## config.mk

```make
export PLATFORM = sky130hd
export DESIGN_NAME = hilo_ctrl
export DESIGN_NICKNAME = d
export VERILOG_FILES = /design/src/rtl/hilo_pkg.sv /design/src/rtl/hilo_timeout_cnt.sv /design/src/rtl/hilo_ctrl.sv
export SDC_FILE = /design/constraint.sdc
export NUM_CORES = 1
export LEC_CHECK = 0
export BUFFER_PORTS_ARGS = -buffer_cell sky130_fd_sc_hd__buf_4
export CELL_PAD_IN_SITES_DETAIL_PLACEMENT = 1
export CELL_PAD_IN_SITES_GLOBAL_PLACEMENT = 1
export CORE_AREA = 2 2 148 150
export DETAILED_ROUTE_END_ITERATION = 10
export DIE_AREA = 0 0 150 152
export GPL_TIMING_DRIVEN = 0
export PLACE_DENSITY_LB_ADDON = 0.12
export SYNTH_ARGS = -nofsm -noshare
export SYNTH_HDL_FRONTEND = slang
export SYNTH_SLANG_ARGS = --single-unit
```

## constraint.sdc

```tcl
create_clock -name clk_i -period 1.5 [get_ports clk_i]
set_input_delay 0.075 -clock clk_i [delete_from_list [all_inputs] [get_ports clk_i]]
set_output_delay 0.075 -clock clk_i [all_outputs]
set_load 0.02 [all_outputs]
```

## src/rtl/hilo_pkg.sv

```systemverilog
// hilo_pkg: shared definitions for the HI/LO issue-side controller.
//   - 3-bit opcode constants presented by the execute stage
//   - FSM state encoding
//   - helper that classifies an opcode as a HI/LO op (6 and 7 behave as NONE)
package hilo_pkg;

    localparam logic [2:0] OP_NONE = 3'd0;
    localparam logic [2:0] OP_DIV  = 3'd1;
    localparam logic [2:0] OP_MTHI = 3'd2;
    localparam logic [2:0] OP_MTLO = 3'd3;
    localparam logic [2:0] OP_MFHI = 3'd4;
    localparam logic [2:0] OP_MFLO = 3'd5;

    typedef enum logic {
        IDLE = 1'b0,
        WAIT = 1'b1
    } state_e;

    localparam int TIMEOUT_DEF = 40;
    localparam int CNT_W_DEF   = 6;

    // True for every opcode this block acts on; reserved codes fall out as NONE.
    function automatic logic is_hilo_op(input logic [2:0] op);
        return (op >= OP_DIV) && (op <= OP_MFLO);
    endfunction

endpackage

```

## src/rtl/hilo_timeout_cnt.sv

```systemverilog
// hilo_timeout_cnt: watchdog counter for an in-flight division.
//   clk_i   clock
//   rst_ni  synchronous active-low reset
//   clr_i   load zero (has priority over en_i)
//   en_i    increment by one
//   cnt_o   current count
//   tc_o    count has reached TIMEOUT-1
module hilo_timeout_cnt #(
    parameter int TIMEOUT = 40,
    parameter int CNT_W   = 6
) (
    input  logic             clk_i,
    input  logic             rst_ni,
    input  logic             clr_i,
    input  logic             en_i,
    output logic [CNT_W-1:0] cnt_o,
    output logic             tc_o
);

    logic [CNT_W-1:0] cnt_q, cnt_d;

    always_comb begin
        cnt_d = cnt_q;
        if (clr_i)     cnt_d = '0;
        else if (en_i) cnt_d = cnt_q + 1'b1;
    end

    always_ff @(posedge clk_i) begin
        if (!rst_ni) cnt_q <= '0;
        else         cnt_q <= cnt_d;
    end

    assign cnt_o = cnt_q;
    assign tc_o  = (cnt_q == CNT_W'(TIMEOUT - 1));

endmodule

```

## src/rtl/hilo_ctrl.sv

```systemverilog
// hilo_ctrl: issue-side controller for the HI/LO special registers.
// Executes MTHI/MTLO/MFHI/MFLO directly, launches the external iterative
// divider for DIV, commits its remainder/quotient into HI/LO, and stalls the
// execute stage while a division is in flight. A watchdog aborts a division
// that never reports div_end and pulses a reset into the divider.
//   clk_i, rst_ni          clock, synchronous active-low reset
//   op_valid_i, op_i       op from execute (held by execute while stall_o=1)
//   rs_val_i, rt_val_i     dividend / MT* data, divisor
//   stall_o, rd_data_o     retry request, MFHI/MFLO result (combinational)
//   div_start_o            one-cycle launch pulse
//   dividend_o, divisor_o  registered divider operands
//   div_rst_o              active-high divider reset
//   div_end_i, div_hi_i, div_lo_i  divider completion, remainder, quotient
//   hi_o, lo_o             architectural HI/LO
//   busy_o                 division in flight
//   dz_err_o, to_err_o     divide-by-zero / timeout pulses
module hilo_ctrl
    import hilo_pkg::*;
#(
    parameter int TIMEOUT = TIMEOUT_DEF,
    parameter int CNT_W   = CNT_W_DEF   // 2**CNT_W must exceed TIMEOUT
) (
    input  logic        clk_i,
    input  logic        rst_ni,
    input  logic        op_valid_i,
    input  logic [2:0]  op_i,
    input  logic [31:0] rs_val_i,
    input  logic [31:0] rt_val_i,
    output logic        stall_o,
    output logic [31:0] rd_data_o,
    output logic        div_start_o,
    output logic [31:0] dividend_o,
    output logic [31:0] divisor_o,
    output logic        div_rst_o,
    input  logic        div_end_i,
    input  logic [31:0] div_hi_i,
    input  logic [31:0] div_lo_i,
    output logic [31:0] hi_o,
    output logic [31:0] lo_o,
    output logic        busy_o,
    output logic        dz_err_o,
    output logic        to_err_o
);

    state_e      state_q, state_d;
    logic [31:0] hi_q, hi_d, lo_q, lo_d;
    logic [31:0] dividend_q, dividend_d, divisor_q, divisor_d;
    logic        div_start_q, div_start_d;
    logic        dz_err_q, dz_err_d;
    logic        to_err_q, to_err_d;

    logic             cnt_clr, cnt_en, cnt_tc;
    logic [CNT_W-1:0] cnt_unused;

    hilo_timeout_cnt #(
        .TIMEOUT (TIMEOUT),
        .CNT_W   (CNT_W)
    ) u_tmo (
        .clk_i  (clk_i),
        .rst_ni (rst_ni),
        .clr_i  (cnt_clr),
        .en_i   (cnt_en),
        .cnt_o  (cnt_unused),
        .tc_o   (cnt_tc)
    );

    always_comb begin
        state_d     = state_q;
        hi_d        = hi_q;
        lo_d        = lo_q;
        dividend_d  = dividend_q;
        divisor_d   = divisor_q;
        div_start_d = 1'b0;
        dz_err_d    = 1'b0;
        to_err_d    = 1'b0;
        cnt_clr     = 1'b0;
        cnt_en      = 1'b0;

        unique case (state_q)
            IDLE: begin
                if (op_valid_i) begin
                    case (op_i)
                        OP_DIV: begin
                            if (rt_val_i != '0) begin
                                dividend_d  = rs_val_i;
                                divisor_d   = rt_val_i;
                                div_start_d = 1'b1;
                                cnt_clr     = 1'b1;
                                state_d     = WAIT;
                            end else begin
                                dz_err_d = 1'b1;
                            end
                        end
                        OP_MTHI: hi_d = rs_val_i;
                        OP_MTLO: lo_d = rs_val_i;
                        default: ;
                    endcase
                end
            end
            WAIT: begin
                // A completion in the terminal-count cycle still commits.
                if (div_end_i) begin
                    hi_d    = div_hi_i;
                    lo_d    = div_lo_i;
                    state_d = IDLE;
                end else if (cnt_tc) begin
                    to_err_d = 1'b1;
                    state_d  = IDLE;
                end else begin
                    cnt_en = 1'b1;
                end
            end
            default: state_d = IDLE;
        endcase
    end

    always_ff @(posedge clk_i) begin
        if (!rst_ni) begin
            state_q     <= IDLE;
            hi_q        <= '0;
            lo_q        <= '0;
            dividend_q  <= '0;
            divisor_q   <= '0;
            div_start_q <= 1'b0;
            dz_err_q    <= 1'b0;
            to_err_q    <= 1'b0;
        end else begin
            state_q     <= state_d;
            hi_q        <= hi_d;
            lo_q        <= lo_d;
            dividend_q  <= dividend_d;
            divisor_q   <= divisor_d;
            div_start_q <= div_start_d;
            dz_err_q    <= dz_err_d;
            to_err_q    <= to_err_d;
        end
    end

    // MF* reads see the committed HI/LO; an op held in the div_end cycle
    // stays stalled and reads the new value one cycle later.
    always_comb begin
        rd_data_o = '0;
        case (op_i)
            OP_MFHI: rd_data_o = hi_q;
            OP_MFLO: rd_data_o = lo_q;
            default: ;
        endcase
    end

    assign busy_o      = (state_q == WAIT);
    assign stall_o     = op_valid_i & is_hilo_op(op_i) & busy_o;
    assign div_start_o = div_start_q;
    assign dividend_o  = dividend_q;
    assign divisor_o   = divisor_q;
    // Divider is held in reset with the block and kicked for one cycle on timeout.
    assign div_rst_o   = ~rst_ni | to_err_q;
    assign hi_o        = hi_q;
    assign lo_o        = lo_q;
    assign dz_err_o    = dz_err_q;
    assign to_err_o    = to_err_q;

endmodule

```

**Word-level counts from Yosys, hierarchy flattened**

Cells that the tools add are included.

- Add/sub/neg operators: 1
- Magnitude comparators: 2
- Equal/unequal tests: 10
- Muxes and demuxes: 19
- Bitwise logic cells: 7
- Reductions and logical operators: 8

Operators with widths:

| cell | number |
|---|---|
| 2-to-1 mux 32 bit | 6 |
| case mux 32 bit (2 select lines) | 3 |
| nonzero test 32 bit | 1 |
| 2-to-1 mux 1 bit | 9 |
| adder 6 x 1 -> 6 bit, second input constant | 1 |
| == test 3 x 2 -> 1 bit, second input constant | 2 |
| == test 3 bit, second input constant | 2 |
| == test 6 bit, second input constant | 1 |
| AND reduction 3 bit | 2 |
| inequality test 2 x 1 -> 1 bit, second input constant | 2 |
| inequality test 2 bit, second input constant | 2 |
| inverter 1 bit | 4 |
| AND reduction 4 bit | 1 |
| OR reduction 4 bit | 1 |
| == test 3 x 1 -> 1 bit, second input constant | 1 |
| >= comparator 3 x 1 -> 1 bit, second input constant | 1 |
| <= comparator 3 bit, second input constant | 1 |
| OR reduction 3 bit | 1 |
| AND 1 bit | 2 |
| case mux 1 bit (2 select lines) | 1 |
| OR reduction 2 bit | 1 |
| logical AND 1 bit | 1 |
| bitwise OR 1 bit | 1 |

- Bits in registers: 138
- Bits of input ports: 135
- Output and inout port bits: 166
- Logic and storage cells: 56

**Longest topological paths before layout**

- Word-level depth: 6
- Depth in mapped cells: 6
- Gate-level depth less buffers: 5

**Modules after synthesis**

From an unflattened synthesis, not the netlist that was laid out.

- Cell total of the unflattened synthesis: 729
- Area, all modules: 6,317.3 sq um

By module, submodules not included:

| module | times used | cells an instance | area each (sq um) | seq. area each (sq um) |
|---|---|---|---|---|
| hilo_ctrl | 1 | 702 | 6,059.6 | 2,642.5 |
| hilo_timeout_cnt | 1 | 27 | 257.7 | 120.1 |

**Least setup slack after synthesis**

Ideal clock, no wire load.

- Path type: register to output
- Start: reg state_q (netlist: busy_o)
- End: out stall_o
- Data arrival time: 1,605 ps
- Data required time: 1,425 ps
- Setup slack: -180 ps
- Cell stages (with the launch flop): 6
- Buffers on the path: 3
- Path through: dfxtp_1 > buf_4 > buf_4 > buf_2 > nand2_1 > a211oi_1

- Cells in the longest elaborated chain, start to end: 1

RTL lines:

| item | line | text |
|---|---|---|
| start, declared | hilo_ctrl.sv:45 | `state_e state_q, state_d;` |
| start signal, assigned | hilo_ctrl.sv:128 | `state_q <= state_d;` |
| AND 1 bit | hilo_ctrl.sv:151 | `assign stall_o = op_valid_i & is_hilo_op(op_i) & busy_o;` |
| end, declared | hilo_ctrl.sv:29 | `output logic stall_o,` |

Every way passes these cells.

**Final worst setup path**

- Start: reg state_q (netlist: busy_o)
- End: reg dividend_q[29] (netlist: dividend_o[29])

- Cells in the longest elaborated chain, start to end: 2

RTL lines:

| item | line | text |
|---|---|---|
| inverter 1 bit (no line) | - |  |
| AND reduction 4 bit (no line) | - |  |
| end signal, assigned | hilo_ctrl.sv:131 | `dividend_q <= dividend_d;` |
| end, declared | hilo_ctrl.sv:47 | `logic [31:0] dividend_q, dividend_d, divisor_q, divisor_d;` |

Every way passes these cells.
A chain may end at the register's enable or synchronous reset.

==> out/summary.txt <==
outcome: finished, violations left
violations in the final reports: setup timing
overall routed net length: 28.8 mm
post-synth cell types: 38
share of synthesized area occupied by flip-flops and latches: 44.0%
Primary FF master, synth: dfxtp_1
Cell Pwr Density: 872 nW/µm²
normalized max-slew margin: 49.3%
period utilisation layout: 108%
slew at the pin closest to its max-slew limit: 0.761 ns
min cycle time layout: 1.63 ns
count of warnings emitted by yosys: 0
cell with the biggest individual delay on the critical path: dfxtp_4
proportion of synthesized flip-flops having asynchronous set or reset: 0%
TritonCTS Sinks: 138
initial antenna violation count: 0
Logic pwr share: 17.7%
mean post-synth cell area: 8.98 µm²
DR vias/cell: 4.88
Final Hold Vio Count: 0
Die Span X: 150 µm
Syn-to-layout area delta: 73.8%
Syn Std Cell Area: 6280 µm²
number of buffers inserted during clock tree synthesis: 17
Global Route Usage Sum: 24.7%
Worst Skew: 0.00850 ns
post-route worst setup slack: -0.126 ns
post-detailed-route count of antenna-violating nets: 0
first-pass GRT wire length: 43.0 mm
max-slew violations: 0
met3 track demand over resource: 6.85%
post-route setup TNS: -5.45 ns
worst supply voltage drop on vdd: 0.000769 V
number of flip-flops and latches in the synthesized netlist: 138
post-placement cell count: 1278
maximum operating frequency: 615 MHz
Critical Path Source Type: register
clock tree from TritonCTS: done
global route overflow: 0
max cap viols: 0
net switching share of the total power: 28.5%
type of the worst setup path: register to register
initial detailed-routing violation count: 302
leakage power summed over all cells: 4.94 nW
Final Wtd Congestion: 0.767
via total after detailed routing: 6956
Vert. Die Dim: 152 µm
Worst path max stage delay: 0.36 ns
CTS root buffer: clkbuf_16
Clk pwr share: 41.5%
Net Switching: 2.71 mW
proportion of layout cells with a drive suffix above 1: 37.1%
Site Rows: 54
# port buffers: 299
number of global-route vias before repair: 7312
Antenna Cells: 0
mean routed wirelength per cell: 20.2 µm
remaining routing DRC violations: 0
half-perimeter wire length after placement: 19.8 mm
worst hold margin: 0.0147 ns
most used cell along the critical path: buf_12
non-filler cells in the finished layout: 1424
Critical Path AT: 1.97 ns
Int Pwr: 6.81 mW
clock latency on the worst-skew pair: 0.43 ns
number of ports placed on the die boundary: 301
Critical Path, Cell by Cell: and4bb_2, nand2b_4, a21oi_4, buf_12, buf_12, mux2i_2
Min-Delay Path Class: input pin to register
starting utilization of the core area: 29.4%
cell type group with the largest total delay on the critical path: simple AND/OR/NAND/NOR gates
pin count of the biggest net entering global routing: 17
clock edge transition at the registers on the reported setup and hold paths: 0.06 ns
instance count of the mapped netlist: 699
net count reported at finish: 1267
worst-case clock buffer depth: 2
maximum fanout along the worst path: 10
Finish-stage setup viols: 99
Die Area: 22800 µm²
GR Layer Usage met1: 29.6%
part of the power in registers: 40.9%
count of flip-flops with a built-in enable after synthesis: 0
critical path endpoint category: register
H-tree depth reported by CTS: 4
global routing's busiest layer: met2
Worst Path Required: 1.85 ns
core area: 21400 µm²
fraction of met2 tracks used by global routing: 42.1%
detailed-router iteration count before antenna repair: 4
net count of the mapped netlist: 835
unrepaired setup endpoints after global routing: true
Crit path buffers/inverters: 2
number of filler instances in the final layout: 2501
==> synthesized netlist by cell type, types with 2 or more instances <==
cell / instances / area [µm²]
nor2b_1: 32 / 200
and4_1: 2 / 17.5
nor2_1: 37 / 139
nor4_1: 8 / 50.1
clkbuf_1: 27 / 101
nor4bb_1: 2 / 20.0
buf_12: 8 / 160
xnor2_1: 3 / 26.3
nor3_2: 5 / 50.1
nand2_1: 158 / 593
o211a_1: 27 / 270
dfxtp_1: 138 / 2760
xor2_1: 2 / 17.5
mux2i_1: 65 / 651
a21oi_1: 64 / 320
a211oi_1: 40 / 300
a22o_1: 33 / 289
buf_4: 4 / 30.0
nor3b_1: 3 / 22.5
nand2b_1: 2 / 12.5
nand4_1: 2 / 12.5
buf_2: 21 / 105
==> through the flow <==
stage / power, mW / util, % / setup WS (ns) / cell area (µm²)
global route: 9.89 / 51.1 / -0.180 / 10900
global placement: 5.31 / 41.6 / -0.332 / 8880
floorplan: 4.59 / - / -0.00675 / 6290
CTS: 9.54 / 50.2 / -0.105 / 10700
detailed placement: 5.33 / 41.6 / -0.339 / 8880
finish: 9.51 / 51.1 / -0.126 / 10900
==> placed cells by master (no fill, tap or decap), drive strengths merged <==
cell type and n:
nand3b 1, a32o 1, a21oi 65, ha 1
xnor2 3, nor2 37, clkinv 5, xor2 2
nor2b 32, a21boi 1, nor4 8, o311a 1
nand2 158, and3 1, o21a 1, nor3b 4
inv 4, clkbuf 46, mux2i 65, and2b 1
and4 3, clkinvlp 6, nor4bb 2, nand4 2
dfxtp 138, dlygate4sd3 100, and4bb 1, o211a 27
a211oi 40, nor3 6, buf 347, a22o 33
nand2b 2
==> cell type report <==
type,instances,area [µm²],share of cell area (%)
plain buffers,61,583,5.34
clock buffers,19,443,4.06
clock inverters,13,95.1,0.871
inverters,2,7.51,0.0688
multi-input cells,498,3270,29.9
flip-flops and latches,138,2770,25.3
well taps,280,350,3.21
repair buffers,413,3400,31.2
==> state kept, by name (all words and copies together), names as in the netlist <==
| signal | flops |
|---|---|
| hi_o | 32 |
| to_err_o | 1 |
| u_tmo.cnt_o | 6 |
| dividend_o | 32 |
| lo_o | 32 |
| divisor_o | 32 |
| busy_o | 1 |
| div_start_o | 1 |
| dz_err_o | 1 |
==> worst paths after layout <==
check / startpoint / end / slack (ns) / cells after the start
worst max-delay path: busy_o / dividend_o[29] / -0.13 / 6
worst min-delay path: div_lo_i[14] / lo_o[14] / 0.01 / 4
worst min register to register: dividend_o[14] / dividend_o[14] / 0.46 / 2
worst max register to register: busy_o / dividend_o[29] / -0.13 / 6
==> cells by family after synthesis <==
kind of cell	after synthesis	share of synthesized area [%]
flip-flops	138	44.0
buffers and inverters	63	6.50
multiplexers	65	10.4
adder cells (fa/ha/maj)	1	0.199
AND/OR/NAND/NOR	258	18.8
XOR/XNOR	5	0.697
AO/OA/AOI/OAI	169	19.5
==> what timing repair did <==
item | 4_1_cts | 5_1_grt
resized for setup | 64 | 39
hold endpoints to repair | 100 | 0
setup endpoints to repair | 160 | 149
hold buffers | 100 | 0
buffers inserted | 9 | 3
pin swaps | 5 | 7
cloned | 1 | 1
==> power by group through the flow <==
stage	sequential [mW]	combinational [mW]	clock, mW
floorplan	4.09	0.505	0
CTS	3.88	1.64	4.02
detailed placement	3.96	1.36	0
global placement	3.96	1.35	0
finish	3.89	1.68	3.94
global route	3.90	1.80	4.19
==> worst reg2reg max path, delay by kind of cell, from the launching register on <==
kind	cells	cell delay, ns
DFF	1	0.36
muxes	1	0.23
AOI/OAI and AO/OA	1	0.16
and+or+nand+nor	2	0.45
buffers and inverters	2	0.36
==> routing by layer <==
metal,vias to the layer above,share of wire (%)
met5,-,0
met4,0,2.6
met3,42,6.7
met2,217,49
met1,3372,42
li1,3325,-
(Power assumes the default switching activity.)
